File: src/rtl/dp_ram_arbiter.sv
`default_nettype none
// ============================================================================
// Module   : dp_ram_arbiter
// Brief    : Round-robin arbiter sharing one pipelined RAM port between
//            NUM_REQ requesters; reads return tagged with the requester id.
// Revision : 1.0 - initial release
// ============================================================================
module dp_ram_arbiter #(
    parameter int NUM_REQ    = 4,
    parameter int ADDR_WIDTH = 10,
    parameter int DATA_WIDTH = 32,
    localparam int ID_WIDTH  = $clog2(NUM_REQ)
) (
    input  logic                          clk,
    input  logic                          reset,
    input  logic [NUM_REQ-1:0]            req_valid,
    output logic [NUM_REQ-1:0]            req_ready,
    input  logic [NUM_REQ-1:0]            req_wr,
    input  logic [NUM_REQ*ADDR_WIDTH-1:0] req_addr,
    input  logic [NUM_REQ*DATA_WIDTH-1:0] req_wdata,
    output logic                          rsp_valid,
    output logic [ID_WIDTH-1:0]           rsp_id,
    output logic [DATA_WIDTH-1:0]         rsp_data,
    output logic                          ram_wr_en,
    output logic [ADDR_WIDTH-1:0]         ram_addr,
    output logic [DATA_WIDTH-1:0]         ram_din,
    input  logic [DATA_WIDTH-1:0]         ram_dout
);

    localparam logic [ID_WIDTH:0]   C_NUM_REQ = (ID_WIDTH+1)'(NUM_REQ);
    localparam logic [ID_WIDTH-1:0] C_LAST_ID = ID_WIDTH'(NUM_REQ - 1);

    logic [ID_WIDTH-1:0]   r_rr_ptr;
    logic                  r_cmd_valid;
    logic                  r_cmd_wr;
    logic [ID_WIDTH-1:0]   r_cmd_id;
    logic [ADDR_WIDTH-1:0] r_ram_addr;
    logic [DATA_WIDTH-1:0] r_ram_din;
    logic                  r_tag1_valid;
    logic [ID_WIDTH-1:0]   r_tag1_id;
    logic                  r_tag2_valid;
    logic [ID_WIDTH-1:0]   r_tag2_id;

    logic [ADDR_WIDTH-1:0] w_addr  [NUM_REQ];
    logic [DATA_WIDTH-1:0] w_wdata [NUM_REQ];
    logic [NUM_REQ-1:0]    w_grant;
    logic [ID_WIDTH-1:0]   w_gnt_id;
    logic                  w_found;
    logic [ID_WIDTH:0]     w_idx;
    logic                  w_hs;

    generate
        for (genvar gi = 0; gi < NUM_REQ; gi++) begin : g_unpack
            assign w_addr[gi]  = req_addr[gi*ADDR_WIDTH +: ADDR_WIDTH];
            assign w_wdata[gi] = req_wdata[gi*DATA_WIDTH +: DATA_WIDTH];
        end
    endgenerate

    // Search upward from the pointer, wrapping modulo NUM_REQ (which need
    // not be a power of two).
    always_comb begin
        w_grant  = '0;
        w_gnt_id = '0;
        w_found  = 1'b0;
        w_idx    = '0;
        for (int k = 0; k < NUM_REQ; k++) begin
            w_idx = {1'b0, r_rr_ptr} + (ID_WIDTH+1)'(k);
            if (w_idx >= C_NUM_REQ) begin
                w_idx = w_idx - C_NUM_REQ;
            end
            if (!w_found && req_valid[w_idx[ID_WIDTH-1:0]]) begin
                w_found  = 1'b1;
                w_gnt_id = w_idx[ID_WIDTH-1:0];
            end
        end
        if (w_found && !reset) begin
            w_grant[w_gnt_id] = 1'b1;
        end
    end

    assign req_ready = w_grant;
    assign w_hs      = |w_grant;

    always_ff @(posedge clk) begin
        if (reset) begin
            r_rr_ptr     <= '0;
            r_cmd_valid  <= 1'b0;
            r_cmd_wr     <= 1'b0;
            r_cmd_id     <= '0;
            r_ram_addr   <= '0;
            r_ram_din    <= '0;
            r_tag1_valid <= 1'b0;
            r_tag1_id    <= '0;
            r_tag2_valid <= 1'b0;
            r_tag2_id    <= '0;
        end else begin
            if (w_hs) begin
                r_cmd_valid <= 1'b1;
                r_cmd_wr    <= req_wr[w_gnt_id];
                r_cmd_id    <= w_gnt_id;
                r_ram_addr  <= w_addr[w_gnt_id];
                r_ram_din   <= w_wdata[w_gnt_id];
                r_rr_ptr    <= (w_gnt_id == C_LAST_ID) ? '0 : w_gnt_id + 1'b1;
            end else begin
                r_cmd_valid <= 1'b0;
            end
            // Tags track the RAM's two-stage read pipeline one-for-one.
            r_tag1_valid <= r_cmd_valid & ~r_cmd_wr;
            r_tag1_id    <= r_cmd_id;
            r_tag2_valid <= r_tag1_valid;
            r_tag2_id    <= r_tag1_id;
        end
    end

    assign ram_wr_en = r_cmd_valid & r_cmd_wr;
    assign ram_addr  = r_ram_addr;
    assign ram_din   = r_ram_din;
    assign rsp_valid = r_tag2_valid;
    assign rsp_id    = r_tag2_id;
    assign rsp_data  = ram_dout;

endmodule
`default_nettype wire

File: config.mk
export PLATFORM = sky130hd
export DESIGN_NAME = dp_ram_arbiter
export DESIGN_NICKNAME = d
export VERILOG_FILES = /design/src/rtl/dp_ram_arbiter.sv
export SDC_FILE = /design/constraint.sdc
export NUM_CORES = 1
export LEC_CHECK = 0
export ABC_CLOCK_PERIOD_IN_PS = 6500
export CORE_AREA = 2 2 112 114
export DETAILED_ROUTE_END_ITERATION = 8
export DIE_AREA = 0 0 114 116
export PLACE_DENSITY = 0.82
export SLEW_MARGIN = 10
export SYNTH_ARGS = -nofsm -noshare
export SYNTH_HDL_FRONTEND = slang
export SYNTH_SLANG_ARGS = --single-unit
File: constraint.sdc
create_clock -name clk -period 6.5 [get_ports clk]
set_clock_uncertainty 0.05 [all_clocks]
set_input_delay 1.3 -clock clk [delete_from_list [all_inputs] [get_ports clk]]
set_output_delay 1.3 -clock clk [all_outputs]
set_load 0.01 [all_outputs]
==> results.json <==
{
  "grt_usage_pct": 18.5,
  "hpwl_um": 9130,
  "post_cts_buffers": 0,
  "status": "finished clean",
  "start_kind": "primary input",
  "synth_ff_type": "dfxtp_1",
  "worst-path-max-fanout": 45,
  "die_w_um": 114,
  "boundaryPins": 292,
  "worst_slack_ns": 1.29,
  "synthCells": 389,
  "final-hold-violation-count": 0,
  "layout-drive-gt1-share_pct": 4.85,
  "place.gp.congestion": 0.819,
  "dieArea_um2": 13200,
  "via_per_inst": 5.56,
  "fin_cells": 704,
  "clockRootBuffer": "clkbuf_16",
  "period_minus_slack_ns": 5.21,
  "dr_total_vias": 3912,
  "grt-ovfl-total": 0,
  "drc_errors": 0,
  "max_cap_violations": 0,
  "seq_power_share_pct": 27.8,
  "power_leakage_nw": 2.03,
  "hold_buffers": 0,
  "timing.reg2reg.setup_slack_ns": 3.46,
  "clkTransAtPathRegs_ns": 0.07,
  "total_power_mw": 1.80,
  "rsz0062_at_grt": "no",
  "antenna_found_initial": 0,
  "start_util_pct": 29.1,
  "avgSynthCellArea_um2": 8.92,
  "yosysWarnings": 0,
  "wl_per_cell_um": 18.3,
  "synth-seq-area-share_pct": 31.1,
  "ant_nets": 0,
  "min_path_type": "reg2reg",
  "syn_nets": 600,
  "ir_drop_mv": 0.190,
  "firstDrtPassIters": 4,
  "clkLatencyLatePin_ns": 0.29,
  "synth_edf_count": 0,
  "p_switching_mw": 0.696,
  "crit_arrival_ns": 3.86,
  "place_ws_ns": 1.33,
  "clock-sinks": 54,
  "core_um2": 11900,
  "htreeDepth": 2,
  "area_growth_pct": 64.0,
  "tightest_slew_ns": 1.01,
  "finalMaxSlewViolations": 0,
  "grt_pass1_vias": 4004,
  "port_buffers": 227,
  "comb_power_share_pct": 55.5,
  "yosysUniqueCellTypes": 34,
  "power_density_nw_per_um2": 317,
  "die_h_um": 116,
  "fin_nets": 767,
  "required_ns": 5.15,
  "end_kind": "output pin",
  "floorplan.rows": 40,
  "finalWirelength_um": 12900,
  "yosys_register_bits": 54,
  "period_share_pct": 80.2,
  "p_int_mw": 1.11,
  "slew_headroom_pct": 32.4,
  "fmax_ghz": 0.192,
  "holdWs_ns": 0.396,
  "cts_buffer_depth": 2,
  "cts_inserted_buffers": 5,
  "setup_viol": 0,
  "grt_pass1_wl_um": 19500,
  "grt_max_degree": 48,
  "netSwitchingFraction_pct": 38.6,
  "async_reset_ff_share_pct": 0,
  "synth_area_um2": 3470,
  "cts.repair.resized": 0,
  "antenna_cells": 0,
  "p_clk_share_pct": 16.7,
  "fin_setup_tns_ns": 0,
  "dp.cells": 696,
  "path_class": "in2out",
  "drt-initial-drc-count": 287,
  "cts_tree": "done"
}
final cells by class:
cell class | count | area [um2]
clock inverter | 3 | 40.0
sequential | 54 | 1080
inverter | 3 | 11.3
multi-input combinational | 257 | 1920
clock buffer | 5 | 125
timing repair buffer | 235 | 2330
tap | 147 | 184
fill | 1143 | 6220
sequential cells by signal (all words and copies together) (netlist names):
register / flops
ram_din: 32
ram_addr: 10
r_cmd_id: 2
r_rr_ptr: 2
r_tag1_id: 2
rsp_id: 2
r_cmd_valid: 1
r_cmd_wr: 1
r_tag1_valid: 1
rsp_valid: 1
critical path, cell delays in order:
cell and delay, ns:
clkdlybuf4s50_1 0.58, and2b_4 0.21, o21a_1 0.14, o31a_2 0.83, nand2_2 0.12, nor2_1 0.12, clkdlybuf4s50_1 0.55
per-stage QoR:
stage | area [um2] | util, %
floorplan | 3470 | -
global placement | 5530 | 46.4
detailed placement | 5530 | 46.4
CTS | 5690 | 47.8
global route | 5690 | 47.8
finish | 5690 | 47.8
layer usage:
metal | track usage [%] | wire [um] | up-vias
met5 | 0 | 0 | -
met4 | 6.59 | 285 | 0
met3 | 5.49 | 1330 | 25
met2 | 34.4 | 6410 | 239
met1 | 19.9 | 4860 | 1850
li1 | - | - | 1798
synth_stat cells (2+ instances only):
cell      instances  share of area, %
dfxtp_1          54                31
buf_2            15               2.2
nand2b_1          2              0.36
a31oi_1          43               7.8
nor2b_1           6               1.1
mux2i_1          43                12
buf_6             7               2.3
nor2_1            6              0.65
clkbuf_1         15               1.6
nand3_1          44               6.3
buf_1             2              0.22
o221ai_1         43                11
nand2_1           7              0.76
a21oi_1           3              0.43
buf_4            36               7.8
o21a_1           45               9.7
path summary, 6_finish.rpt:
check / start / end / cells past startpoint
setup / recovery: req_valid[2] / req_ready[0] / 7
hold / removal: r_tag1_id[1]$_SDFF_PP0_ / rsp_id[1]$_SDFF_PP0_ / 1
setup reg to reg: r_rr_ptr[0]$_SDFFE_PP0P_ / r_rr_ptr[1]$_SDFFE_PP0P_ / 10
hold reg to reg: r_tag1_id[1]$_SDFF_PP0_ / rsp_id[1]$_SDFF_PP0_ / 1
power groups by stage:
stage          combinational [mW]  sequential, mW  clock (mW)
2_1_floorplan               0.559           0.542           0
3_3_place_gp                0.972           0.503           0
3_5_place_dp                0.997           0.507           0
4_1_cts                      1.00           0.500       0.313
5_1_grt                      1.07           0.514       0.328
6_report                     1.00           0.502       0.301
placed cells by master (no fill, tap or decap), drive strengths merged, types with 4 or more instances in the layout:
cell           synthesis  layout
o221ai                43      43
nor2b                  6       6
clkbuf                15       5
mux2i                 43      43
o21a                  45      45
nand2                  8       8
nand3                 44      44
dfxtp                 54      54
a31oi                 43      43
buf                   60       8
a21oi                  4       4
clkdlybuf4s50          0     227
nor2                   7       7
cell families after synthesis:
logic type,share of synthesized area (%)
buffers and inverters,14.4
muxes,12.4
and+or+nand+nor,10.8
AOI/OAI and AO/OA,30.9
DFF,31.1
adders and majority gates,0.360
(Power assumes the default switching activity.)
==> RTL edit (same settings) <==
Set the parameter `ADDR_WIDTH` to 9 (it was 10).
--- a/src/rtl/dp_ram_arbiter.sv
+++ b/src/rtl/dp_ram_arbiter.sv
@@ -7,7 +7,7 @@
 // ============================================================================
 module dp_ram_arbiter #(
     parameter int NUM_REQ    = 4,
-    parameter int ADDR_WIDTH = 10,
+    parameter int ADDR_WIDTH = 9,
     parameter int DATA_WIDTH = 32,
     localparam int ID_WIDTH  = $clog2(NUM_REQ)
 ) (
Interface: changed (resized ram_addr and req_addr); port bits go from 292 to 287. The function was not compared with the original's and may differ.
==> RTL edit against the unedited design <==
Maximum frequency is 3.4% lower. Total power is 1.0% lower. Sequential cell count shrank 1. Synthesized area is 3.1% lower. Clock power rose by 2%. Via count fell by 2.5%. Final cell count fell by 1.7%. Wire length fell by 0.36%. Final area shrank 2.0%. Worst setup slack got worse by 190 ps. Highest routed layer unchanged.
==> RTL edit: results (changes against the unedited design) <==
[power_and_ir_drop]
ir_worst_vdd_mv = 0.1709  ; -10%
p_leak_nw = 1.981  ; -2.2%

[worst_setup_path]
arrival_ps = 4050  ; +190 ps
worst_path_max_delay_cell = ha_2

[final_layout]
instances_no_fill = 692  ; -1.7%
nFillCells = 1114  ; -2.5%
drive_above_1_share_pct = 4.404  ; -0.44 points

[placed_design]
place.gp.congestion = 0.8379  ; +2.3%
dp.cells = 684  ; -1.7%
place_hpwl_mm = 9.394  ; +2.9%
io_buffers = 222  ; -2.2%

[route]
met2WireLength_mm = 6.522  ; +1.7%
wl_met3_mm = 1.171  ; -12%
wire_per_inst_um = 18.56  ; +1.4%
drt-met1-wl_mm = 4.811  ; -0.97%
drtIter0Drc = 205  ; -29%
viasPerCell = 5.512  ; -0.81%

[grt]
grt_max_degree = 47  ; -2.1%
grt_pass1_wl_mm = 19.29  ; -1.3%
grt_usage_pct = 18.44  ; -0.061 points

[yosys]
synth_compound_area_share_pct = 31.18  ; +0.28 points
synthTopCellsByArea = dfxtp_1 32%, mux2i_1 13%, o221ai_1 11%
synth_cell_types = 32  ; -5.9%
synth_cells = 382  ; -1.8%
synthTopCellsByCount = 53 x dfxtp_1, 44 x o21a_1, 43 x nand3_1
synth_seq_area_share_pct = 31.55  ; +0.40 points
synthesis.nets = 589  ; -1.8%

[timing]
worstMarginPinSlew_ps = 991.9  ; -22.02 ps

[outcome]
outcome = finished clean

-- RTL edit: worst paths after layout --
kind                                endpoint  depth (start not counted)          from
worst max-delay path            req_ready[2]                          9  req_valid[2]
worst min-delay path            r_tag1_valid                          1      r_cmd_wr
worst max register to register    ram_din[7]                          9   r_rr_ptr[0]
worst min register to register  r_tag1_valid                          1      r_cmd_wr
-- RTL edit: logic make-up (layout without fill, tap and decap cells) --
| group | after synthesis | count (layout) |
|---|---|---|
| AOI/OAI and AO/OA | 138 | 138 |
| adders and majority gates | 1 | 1 |
| buffers and inverters | 77 | 240 |
| DFF | 53 | 53 |
| muxes | 42 | 42 |
| and+or+nand+nor | 71 | 71 |
-- RTL edit: metrics by stage --
step	util [%]	worst slack, ps	cell area [um^2]
finish	46.83	1101	5578
detailed placement	45.39	1087	5406
floorplan	-	2477	3363
global route	46.83	852.1	5578
CTS	46.83	1068	5578
global placement	45.39	1153	5406
-- RTL edit: layout make-up --
cell class                      instances  area [um^2]  area share, %
Inverter                                3        11.26         0.2019
Clock buffer                            5        125.1          2.243
Multi-Input combinational cell        252         1876          33.62
Timing Repair Buffer                  229         2275          40.78
Clock inverter                          3        46.29         0.8300
Sequential cell                        53         1061          19.02
Tap cell                              147        183.9          3.297
-- RTL edit: metal layers --
metal / global-route usage [%] / vias up
met5: 0 / -
met4: 7.073 / 0
met3: 5.282 / 29
met2: 34.80 / 226
met1: 19.36 / 1793
li1: - / 1766
-- RTL edit: power breakdown --
group	internal [mW]	switching (mW)	total, mW
Combinational	0.474	0.512	0.986
Sequential	0.433	0.0600	0.493
Clock	0.182	0.124	0.306
Total	1.09	0.696	1.78
